### src/rtl/mux_4x1_rr_pkg.sv
// Shared definitions for the 4:1 round-robin gather mux and its companion demux.
//   NUM_LANES  : number of input lanes
//   lane_sel_t : encoded lane index carried on out_sel / demux sel
//   lane_inc   : modulo-NUM_LANES increment of a lane index
package mux_4x1_rr_pkg;

  localparam int NUM_LANES = 4;

  typedef logic [1:0] lane_sel_t;

  // The 2-bit index wraps naturally, so 3 -> 0 needs no explicit compare.
  function automatic lane_sel_t lane_inc(input lane_sel_t a);
    return a + 2'd1;
  endfunction

endpackage

### src/rtl/mux_4x1_rr_arbiter.sv
// rr_arbiter_4: 4-way round-robin arbiter with a registered priority pointer.
//   clk, rst  : clock, synchronous active-high reset (ptr -> 0)
//   req       : per-lane requests
//   en        : grant is consumed this cycle; ptr advances only on en & |req
//   grant     : one-hot grant (combinational)
//   grant_idx : encoded grant index (equals ptr when nothing is requested)
module rr_arbiter_4
  import mux_4x1_rr_pkg::*;
(
  input  logic                 clk,
  input  logic                 rst,
  input  logic [NUM_LANES-1:0] req,
  input  logic                 en,
  output logic [NUM_LANES-1:0] grant,
  output lane_sel_t            grant_idx
);

  lane_sel_t ptr;

  // Search ptr, ptr+1, ... ; the first requester found wins.
  always_comb begin
    lane_sel_t idx;
    logic      found;
    grant     = '0;
    grant_idx = ptr;
    found     = 1'b0;
    idx       = ptr;
    for (int k = 0; k < NUM_LANES; k++) begin
      idx = ptr + lane_sel_t'(k);
      if (!found && req[idx]) begin
        found      = 1'b1;
        grant[idx] = 1'b1;
        grant_idx  = idx;
      end
    end
  end

  // Granted lane drops to lowest priority for the next search.
  always_ff @(posedge clk) begin
    if (rst)
      ptr <= '0;
    else if (en && |req)
      ptr <= lane_inc(grant_idx);
  end

endmodule

### src/rtl/mux_4x1_rr.sv
// mux_4x1_rr: gathers 4 valid/ready lanes into one registered output slot,
// choosing lanes round-robin and tagging each word with its source lane.
//   clk, rst   : clock, synchronous active-high reset
//   in_data    : per-lane data, index = lane number
//   in_valid   : per-lane valid
//   in_ready   : per-lane ready, at most one bit set
//   out_data   : registered output word
//   out_sel    : lane the output word came from
//   out_valid  : output slot holds a word
//   out_ready  : consumer takes the word this cycle
module mux_4x1_rr
  import mux_4x1_rr_pkg::*;
#(
  parameter int WIDTH = 2
) (
  input  logic                            clk,
  input  logic                            rst,
  input  logic [NUM_LANES-1:0][WIDTH-1:0] in_data,
  input  logic [NUM_LANES-1:0]            in_valid,
  output logic [NUM_LANES-1:0]            in_ready,
  output logic [WIDTH-1:0]                out_data,
  output lane_sel_t                       out_sel,
  output logic                            out_valid,
  input  logic                            out_ready
);

  logic [NUM_LANES-1:0] grant;
  lane_sel_t            grant_idx;
  logic                 slot_free;
  logic                 in_xfer;

  // Draining slot can be refilled in the same cycle -> 1 word/cycle.
  assign slot_free = ~out_valid | out_ready;

  rr_arbiter_4 u_arb (
    .clk       (clk),
    .rst       (rst),
    .req       (in_valid),
    .en        (slot_free),
    .grant     (grant),
    .grant_idx (grant_idx)
  );

  // Nothing is accepted during reset; the word would be dropped anyway.
  assign in_ready = grant & {NUM_LANES{slot_free & ~rst}};
  assign in_xfer  = |in_ready;

  always_ff @(posedge clk) begin
    if (rst) begin
      out_valid <= 1'b0;
      out_data  <= '0;
      out_sel   <= '0;
    end else if (in_xfer) begin
      out_valid <= 1'b1;
      out_data  <= in_data[grant_idx];
      out_sel   <= grant_idx;
    end else if (out_ready) begin
      // Drained with no refill: data/sel keep their last values.
      out_valid <= 1'b0;
    end
  end

endmodule
### config.mk
export PLATFORM = sky130hd
export DESIGN_NAME = mux_4x1_rr
export DESIGN_NICKNAME = d
export VERILOG_FILES = /design/src/rtl/mux_4x1_rr_pkg.sv /design/src/rtl/mux_4x1_rr_arbiter.sv /design/src/rtl/mux_4x1_rr.sv
export SDC_FILE = /design/constraint.sdc
export NUM_CORES = 1
export LEC_CHECK = 0
export ABC_AREA = 1
export BUFFER_PORTS_ARGS = -buffer_cell sky130_fd_sc_hd__buf_2
export CAP_MARGIN = 15
export CORE_MARGIN = 5
export CORE_UTILIZATION = 45
export CTS_BUF_LIST = sky130_fd_sc_hd__clkbuf_8
export DETAILED_ROUTE_END_ITERATION = 10
export PLACE_DENSITY = 0.7
export SKIP_LAST_GASP = 1
export SLEW_MARGIN = 20
export SYNTH_ARGS = -nofsm -noshare
export SYNTH_HDL_FRONTEND = slang
export SYNTH_SLANG_ARGS = --single-unit
### constraint.sdc
create_clock -name clk -period 2.6 [get_ports clk]
set_clock_uncertainty 0.2 [all_clocks]
set_input_delay 0.13 -clock clk [delete_from_list [all_inputs] [get_ports clk]]
set_output_delay 0.13 -clock clk [all_outputs]
set_load 0.1 [all_outputs]
==> impl_metrics.yaml, run 1 <==
global_routing:
  grt_overflow: 0
  antenna_found_initial: 0
  grt_pass1_vias: 953
  grt_max_degree: 13
  groute.usage.overall_pct: 15.0
  grt_pass1_wl_um: 3920
cells_and_area:
  antenna_cells: 0
  synthToLayoutAreaGrowth_pct: 28.4
  n_fill_cell: 185
  layout.area.seq_sq_um: 140
  layout_common_cells: "sky130_fd_sc_hd__nand2_1, sky130_fd_sc_hd__nand3_1, sky130_fd_sc_hd__inv_1"
  drive_above_1_share_pct: 25.4
  final_common_cell: "sky130_fd_sc_hd__nand2_1"
  multi_input_comb_area_sq_um: 721
  layout.nets: 220
cts:
  cts-root-to-sink-buffers: 2
  clk_tree_root_cell: "sky130_fd_sc_hd__clkbuf_8"
  ctsHtreeMaxLevel: 1
  post-cts-setup-buffers: 0
  number_of_clock_buffers_inserted_by_tritoncts: 3
  path_clk_slew_ns: 0.04
  tritoncts: "done"
  numClockSinks: 7
  clock_insertion_delay_worst_skew_ns: 0.23
detailed_routing:
  wire_per_inst_um: 10.0
  detailed_router_iteration_count_before_antenna_repair: 4
  routed_wirelength_um: 2250
  via_count: 1093
  ant_nets: 0
  viasPerCell: 4.88
  dr.first_iter.drc_count: 39
  drc_errors: 0
synthesis:
  synth.net_count: 189
  synth-warning-count: 0
  syn_avg_cell_area_sq_um: 5.86
  synth_sequential_area_ratio_pct: 14.3
  register_bit_count_reported_by_yosys: 7
  netlist_area_sq_um: 978
  synth.largest_area_cell: "sky130_fd_sc_hd__nand2_1"
  post_synth_num_cell_types: 20
  synth.top_cells.by_area: "sky130_fd_sc_hd__nand2_1, sky130_fd_sc_hd__nand3_1, sky130_fd_sc_hd__dfxtp_1"
  synth_cells: 167
  yosysTopAreaCellShare_pct: 20.3
floorplan:
  pin_count: 24
  design.core.area_sq_um: 2020
  floorplan.die.height_um: 56.6
  die_x_um: 56.6
  effective_utilization_at_floorplan_pct: 48.4
  design.die.area_sq_um: 3210
  std_cell_rows: 16
worst_setup_path:
  cp_common_cell: "sky130_fd_sc_hd__nand3_1"
  crit_path_end_kind: "output port"
  largest_incremental_delay_on_the_critical_path_ns: 0.36
  cp_delay_by_family_top: "buffers and inverters"
  timing.critical_path.from_type: "register"
  worst-endpoint-required_ns: 2.27
  cp_data_arrival_time_ns: 2.07
  path_cells: "inv_4 -> ha_1 -> inv_2 -> nand3_1 -> nand2_1 -> nand2_4 -> inv_4 -> nand3_1 -> nand3_1 -> nand2_1 -> inv_1 -> buf_12"
  critPathKind: "register to output port"
  timing.critical_path.fanout_max: 9
  crit_path_top_delay_cell: "sky130_fd_sc_hd__dfxtp_1"
  path_buf_inv: 5
sta:
  setup_viol: 0
  fmax_ghz: 0.416
  worstMarginPinSlew_ns: 0.489
  final_hold_viol_count: 0
  relative_slew_slack_pct: 67.6
  finalCriticalPeriod_ns: 2.40
  finalCritPeriodShare_pct: 92.4
  rsz_0062_raised_after_global_routing: "false"
  sum_of_negative_setup_slack_ns: 0
  slew_viol_final: 0
job:
  maxCapViolations: 0
placement:
  place.gp.congestion: 0.822
  dp.final_hpwl_um: 1850
  port-buffer-count: 23
worst_hold_path:
  min_path_type: "input pin to register"
status:
  status: "finished clean"
-- metrics by stage --
step	hold WS, ns	setup slack, ns	std cells	cell area, sq um	utilization (%)
6_report	0.101	0.196	224	1260	62.1
5_1_grt	0.191	0.0105	224	1260	62.1
4_1_cts	0.111	0.158	224	1260	62.1
3_5_place_dp	0.126	0.351	218	1190	58.9
3_3_place_gp	0.122	0.417	218	1190	58.9
2_1_floorplan	-0.000934	0.0529	167	978	-
-- cells by family after synthesis --
group | count (synthesis) | share of synthesized area, %
simple gates | 119 | 61.1
buf+inv | 28 | 12.0
fa+ha+maj | 7 | 8.95
flops | 7 | 14.3
compound gates | 6 | 3.58
-- cell type report --
| cell class | count | area share, % |
|---|---|---|
| Tap cell | 27 | 2.69 |
| Multi-Input combinational cell | 132 | 57.4 |
| Clock buffer | 3 | 3.29 |
| Inverter | 27 | 8.47 |
| Clock inverter | 1 | 0.299 |
| Timing Repair Buffer | 27 | 16.7 |
| Sequential cell | 7 | 11.2 |
-- path summary, 6_finish.rpt --
check | cells after the start | from | slack, ns | end
setup / recovery | 12 | u_arb.ptr[0] | 0.20 | in_ready[1]
hold / removal | 7 | in_data[5] | 0.10 | out_data[1]
setup reg to reg | 16 | u_arb.ptr[0] | 0.38 | out_data[0]
hold reg to reg | 2 | out_valid | 0.28 | out_valid
-- repair_timing --
action | 4_1_cts | 5_1_grt
resized for setup | 0 | 1
endpoints found under the hold margin | 1 | 0
hold buffers | 2 | 0
endpoints found under the setup margin | 0 | 1
-- cells in the mapped netlist --
cell type                   n
sky130_fd_sc_hd__a21oi_1    1
sky130_fd_sc_hd__a31oi_1    2
sky130_fd_sc_hd__buf_6      1
sky130_fd_sc_hd__dfxtp_1    7
sky130_fd_sc_hd__ha_1       7
sky130_fd_sc_hd__inv_1     23
sky130_fd_sc_hd__inv_2      2
sky130_fd_sc_hd__inv_4      2
sky130_fd_sc_hd__nand2_1   53
sky130_fd_sc_hd__nand2_2    9
sky130_fd_sc_hd__nand2_4    3
sky130_fd_sc_hd__nand3_1   33
sky130_fd_sc_hd__nand3_4    2
sky130_fd_sc_hd__nand3b_1   3
sky130_fd_sc_hd__nor2_1    13
sky130_fd_sc_hd__nor2_2     1
sky130_fd_sc_hd__nor2_4     1
sky130_fd_sc_hd__nor2_8     1
sky130_fd_sc_hd__o211ai_1   1
sky130_fd_sc_hd__o21ai_0    2
-- state kept, by name (all words and copies together), names as in the netlist --
name and flops:
out_data 2, out_sel 2, out_valid 1, u_arb.ptr 2
-- worst reg2reg max path, delay by kind of cell (launching register included) --
kind	cells	cell delay, ns
DFF	1	0.36
and+or+nand+nor	12	0.91
buffers and inverters	3	0.29
adders and majority gates	1	0.35
-- layer usage --
metal / up-vias / track usage (%) / part of all wire, %
met3: 4 / 2.75 / 7.0
li1: 584 / - / -
met2: 37 / 24.9 / 46
met1: 468 / 18.9 / 46
met4: 0 / 5.42 / 1.3
met5: - / 0 / 0
Power of run 1 is left out: the tool's default activity adds up to more than one toggle a clock period on the data nets, which glitch-free logic cannot reach.
==> run 2: changes to the inputs <==
==> constraint.sdc (replaced) <==
create_clock -name clk -period 2.9 [get_ports clk]
set_clock_uncertainty 0.2 [all_clocks]
set_input_delay 0.145 -clock clk [delete_from_list [all_inputs] [get_ports clk]]
set_output_delay 0.145 -clock clk [all_outputs]
set_load 0.1 [all_outputs]
==> run 2 against run 1 <==
  * Die area stayed put
  * Global-route usage increased by 0.55 points
  * Largest cell class unchanged
  * Highest routed layer unchanged
  * Sequential share of layout area rose by 0.41 points
  * Worst hold slack better by 0.020 ns
  * Via count grew 0.55%
  * Non-clock buffer count is the same
  * First-iteration DRC count fell by 26%
  * Worst setup slack worse by 0.045 ns
  * Register-to-register slack got worse by 0.23 ns
  * Routed wire length is 8.1% higher
==> impl_metrics.yaml, run 2 (synthesis gave the netlist of run 1 again) <==
status:
  status: "finished clean"
detailed_routing:
  dr.first_iter.drc_count: 29
  routed_wirelength_um: 2430
  viasPerCell: 4.91
  via_count: 1099
  ant_nets: 0
  detailed_router_iteration_count_before_antenna_repair: 5
  drc_errors: 0
  wire_per_inst_um: 10.8
cells_and_area:
  layout.nets: 220
  synthToLayoutAreaGrowth_pct: 23.8
  n_fill_cell: 203
  final_common_cell: "sky130_fd_sc_hd__nand2_1"
  layout.area.seq_sq_um: 140
  largest_registers: "out_data x2, out_sel x2, u_arb.ptr x2"
  post_layout_nonfiller_instances: 224
  antenna_cells: 0
  layout_common_cells: "sky130_fd_sc_hd__nand2_1, sky130_fd_sc_hd__nand3_1, sky130_fd_sc_hd__inv_1"
  multi_input_comb_area_sq_um: 721
  layout.cell_area.non_filler_sq_um: 1210
  drive_above_1_share_pct: 24.9
worst_hold_path:
  min_path_type: "input pin to register"
floorplan:
  die_x_um: 56.6
  pin_count: 24
  effective_utilization_at_floorplan_pct: 48.4
  design.die.area_sq_um: 3210
  floorplan.die.height_um: 56.6
  design.core.area_sq_um: 2020
  std_cell_rows: 16
sta:
  slew_viol_final: 0
  fmax_ghz: 0.364
  final_hold_viol_count: 0
  relative_slew_slack_pct: 67.6
  rsz_0062_raised_after_global_routing: "false"
  setup_viol: 0
  sum_of_negative_setup_slack_ns: 0
  worstMarginPinSlew_ns: 0.489
  hold-worst-slack_ns: 0.121
  finalCriticalPeriod_ns: 2.75
  finalCritPeriodShare_pct: 94.8
worst_setup_path:
  critPathKind: "register to register"
  worst-endpoint-required_ns: 2.80
  timing.critical_path.fanout_max: 9
  crit_path_end_kind: "register"
  cp_data_arrival_time_ns: 2.65
  timing.critical_path.from_type: "register"
placement:
  port-buffer-count: 23
  dp.final_hpwl_um: 1990
  detailed_place.area_sq_um: 1150
  place.detailed.instances: 218
  place.gp.congestion: 0.883
cts:
  clk_tree_root_cell: "sky130_fd_sc_hd__clkbuf_8"
  path_clk_slew_ns: 0.04
  number_of_clock_buffers_inserted_by_tritoncts: 3
  clock_insertion_delay_worst_skew_ns: 0.22
  post_cts_resize_count: 0
  cts-root-to-sink-buffers: 2
  post-cts-setup-buffers: 0
  ctsHtreeMaxLevel: 1
  tritoncts: "done"
  cts_hold_buf: 2
  numClockSinks: 7
global_routing:
  groute.usage.overall_pct: 15.5
  grt_overflow: 0
  grt_max_degree: 13
  grt_pass1_wl_um: 4220
  grt_pass1_vias: 1077
  antenna_found_initial: 0
job:
  maxCapViolations: 0
run 2: cell types whose count changed in the layout (fill, tap and decap cells not counted):
cell,delta
sky130_fd_sc_hd__inv_2,-1
sky130_fd_sc_hd__buf_12,-3
sky130_fd_sc_hd__buf_2,+3
sky130_fd_sc_hd__inv_1,+1
run 2: cell type report:
type	instances	area share, %
multi-input combinational	132	59.5
timing repair buffer	27	13.6
sequential	7	11.6
inverter	27	8.78
clock buffer	3	3.41
tap	27	2.79
clock inverter	1	0.310
run 2: metrics by stage:
stage / setup slack, ns / utilization (%)
2_1_floorplan: 0.338 / -
5_1_grt: 0.0233 / 59.9
3_5_place_dp: 0.515 / 56.7
6_report: 0.151 / 59.9
4_1_cts: 0.172 / 59.9
3_3_place_gp: 0.575 / 56.7
run 2: path summary, 6_finish.rpt:
path / from / to / slack (ns) / cells past startpoint
worst max register to register: u_arb.ptr[0] / out_valid / 0.15 / 13
worst min register to register: out_sel[1] / out_sel[1] / 0.31 / 4
worst max-delay path: u_arb.ptr[0] / out_valid / 0.15 / 13
worst min-delay path: in_data[4] / out_data[0] / 0.12 / 7
run 2: metal layers:
metal	up-vias	share of wire, %	track usage, %
met1	471	44	18.2
met4	0	2.0	4.07
met2	32	49	28.1
met3	6	4.9	3.21
met5	-	0	0
li1	590	-	-
run 2: critical path, stage by stage, from the launching register on:
cell and delay [ns]:
sky130_fd_sc_hd__dfxtp_1 0.36, sky130_fd_sc_hd__inv_4 0.08, sky130_fd_sc_hd__ha_1 0.34, sky130_fd_sc_hd__inv_1 0.15
sky130_fd_sc_hd__nand3_1 0.10, sky130_fd_sc_hd__nand2_1 0.15, sky130_fd_sc_hd__nor2_4 0.07, sky130_fd_sc_hd__nand3_1 0.08
sky130_fd_sc_hd__nand3_1 0.08, sky130_fd_sc_hd__nand2_1 0.10, sky130_fd_sc_hd__nand2_2 0.09, sky130_fd_sc_hd__nor2_8 0.17
sky130_fd_sc_hd__a21oi_1 0.08, sky130_fd_sc_hd__dlygate4sd3_1 0.56
Power of run 2 is left out for the same reason.
==> run 3: changes to the inputs <==
--- a/config.mk
+++ b/config.mk
@@ -7,12 +7,11 @@
 export LEC_CHECK = 0
 export ABC_AREA = 1
 export BUFFER_PORTS_ARGS = -buffer_cell sky130_fd_sc_hd__buf_2
-export CAP_MARGIN = 15
 export CORE_MARGIN = 5
-export CORE_UTILIZATION = 45
+export CORE_UTILIZATION = 40
 export CTS_BUF_LIST = sky130_fd_sc_hd__clkbuf_8
 export DETAILED_ROUTE_END_ITERATION = 10
-export PLACE_DENSITY = 0.7
+export PLACE_DENSITY = 0.64
 export SKIP_LAST_GASP = 1
 export SLEW_MARGIN = 20
 export SYNTH_ARGS = -nofsm -noshare
==> run 3 against run 2 <==
  * Routed wire length fell by 1.2%
  * Non-clock buffer count did not move
  * Final area up 1.5%
  * Via count is 1.1% higher
  * Cell count rose by 1.3%
  * Sequential share of layout area decreased by 0.18 points
  * Count of clock-buffer cells in the layout unchanged
  * Fmax increased by 2.1%
  * Sequential cell count stayed put
  * First-iteration DRC count grew 69%
  * Global-route usage is 1.5 points lower
  * Worst setup slack gained 0.057 ns
==> impl_metrics.yaml, run 3 (synthesis gave the netlist of run 1 again) <==
status:
  status: "finished clean"
cts:
  ctsHtreeMaxLevel: 1
  clk_tree_root_cell: "sky130_fd_sc_hd__clkbuf_8"
  path_clk_slew_ns: 0.04
  cts-root-to-sink-buffers: 2
  number_of_clock_buffers_inserted_by_tritoncts: 3
  tritoncts: "done"
  clock_insertion_delay_worst_skew_ns: 0.22
  numClockSinks: 7
  post-cts-setup-buffers: 0
placement:
  place.gp.congestion: 0.872
  dp.final_hpwl_um: 1910
  port-buffer-count: 23
sta:
  rsz_0062_raised_after_global_routing: "false"
  finalCritPeriodShare_pct: 92.8
  relative_slew_slack_pct: 67.6
  worstMarginPinSlew_ns: 0.490
  finalCriticalPeriod_ns: 2.69
  setup_viol: 0
  slew_viol_final: 0
  sum_of_negative_setup_slack_ns: 0
  final_hold_viol_count: 0
  fmax_ghz: 0.372
detailed_routing:
  wire_per_inst_um: 10.6
  ant_nets: 0
  viasPerCell: 4.89
  detailed_router_iteration_count_before_antenna_repair: 5
  via_count: 1111
  routed_wirelength_um: 2400
  dr.first_iter.drc_count: 49
  drc_errors: 0
worst_hold_path:
  min_path_type: "input pin to register"
worst_setup_path:
  timing.critical_path.fanout_max: 9
  path_cells: "inv_4 -> ha_1 -> inv_2 -> nand3_1 -> nand2_1 -> nand2_4 -> inv_4 -> nand3_1 -> nand3_1 -> nand2_1 -> nand2_2 -> nor2_8 -> a21oi_1 -> dlygate4sd3_1"
  worst-endpoint-required_ns: 2.81
  crit_path_end_kind: "register"
  critPathKind: "register to register"
  timing.critical_path.from_type: "register"
  largest_incremental_delay_on_the_critical_path_ns: 0.55
  cp_common_cell: "sky130_fd_sc_hd__nand3_1"
  crit_path_top_delay_cell: "sky130_fd_sc_hd__dlygate4sd3_1"
  cp_data_arrival_time_ns: 2.60
cells_and_area:
  layout.area.seq_sq_um: 140
  layout_common_cells: "sky130_fd_sc_hd__nand2_1, sky130_fd_sc_hd__nand3_1, sky130_fd_sc_hd__inv_1"
  largest_registers: "out_data x2, out_sel x2, u_arb.ptr x2"
  fin_util_pct: 51.0
  synthToLayoutAreaGrowth_pct: 25.7
  n_fill_cell: 251
  antenna_cells: 0
  drive_above_1_share_pct: 25.4
  layout.nets: 220
  final_common_cell: "sky130_fd_sc_hd__nand2_1"
  multi_input_comb_area_sq_um: 721
global_routing:
  globalRoute.busiestLayer: "met2"
  groute.usage.overall_pct: 14.0
  grt_pass1_vias: 999
  antenna_found_initial: 0
  groute.layer.met3.usage_pct: 2.61
  global_route.usage.met2_pct: 23.7
  grt_overflow: 0
  grt_max_degree: 13
  grt_pass1_wl_um: 3930
  grt_util_met1_pct: 17.1
floorplan:
  design.die.area_sq_um: 3540
  pin_count: 24
  effective_utilization_at_floorplan_pct: 40.6
  design.core.area_sq_um: 2410
  std_cell_rows: 18
  floorplan.die.height_um: 59.5
  die_x_um: 59.5
job:
  maxCapViolations: 0
[run 3: cell types whose count changed in the layout (fill, tap and decap cells not counted)]
| cell | before | now |
|---|---|---|
| sky130_fd_sc_hd__buf_12 | 1 | 2 |
| sky130_fd_sc_hd__buf_2 | 22 | 21 |
| sky130_fd_sc_hd__inv_1 | 24 | 23 |
| sky130_fd_sc_hd__inv_2 | 2 | 3 |
[run 3: worst max-delay path: cells and delay by family, from the launching register on]
family                   cells  cell delay [ns]
AO/OA/AOI/OAI                1             0.08
flip-flops                   1             0.36
buffers and inverters        4             0.77
AND/OR/NAND/NOR              8             0.81
adder cells (fa/ha/maj)      1             0.37
[run 3: cell type report]
| cell class | count | area share, % |
|---|---|---|
| multi-input cells | 132 | 58.6 |
| repair buffers | 27 | 14.6 |
| flip-flops and latches | 7 | 11.4 |
| inverters | 27 | 8.65 |
| clock buffers | 3 | 3.36 |
| well taps | 30 | 3.05 |
| clock inverters | 1 | 0.305 |
[run 3: path summary, 6_finish.rpt]
kind	to	slack [ns]	depth (start not counted)	from
worst max register to register	out_valid	0.21	14	u_arb.ptr[0]
worst min register to register	out_data[1]	0.31	4	out_data[1]
worst max-delay path	out_valid	0.21	14	u_arb.ptr[0]
worst min-delay path	out_data[1]	0.13	7	in_data[5]
[run 3: per-layer routing]
layer	part of all wire [%]	up-vias
met2	50	42
met1	42	476
met5	0	-
met4	2.1	0
met3	5.1	6
li1	-	587
[run 3: what timing repair did]
item / 4_1_cts / 5_1_grt
setup endpoints to repair: 0 / 1
endpoints found under the hold margin: 1 / 0
hold buffers: 2 / 0
gates resized for setup: 0 / 1
[run 3: metrics by stage]
| stage | worst slack (ns) | instances | hold WS [ns] | instance area [sq um] |
|---|---|---|---|---|
| after floorplan | 0.338 | 167 | 0.0141 | 978 |
| after global placement | 0.595 | 221 | 0.138 | 1160 |
| after detailed placement | 0.515 | 221 | 0.138 | 1160 |
| after CTS | 0.181 | 227 | 0.128 | 1230 |
| after global routing | 0.0562 | 227 | 0.181 | 1230 |
| final | 0.208 | 227 | 0.127 | 1230 |
Power of run 3 is left out for the same reason.
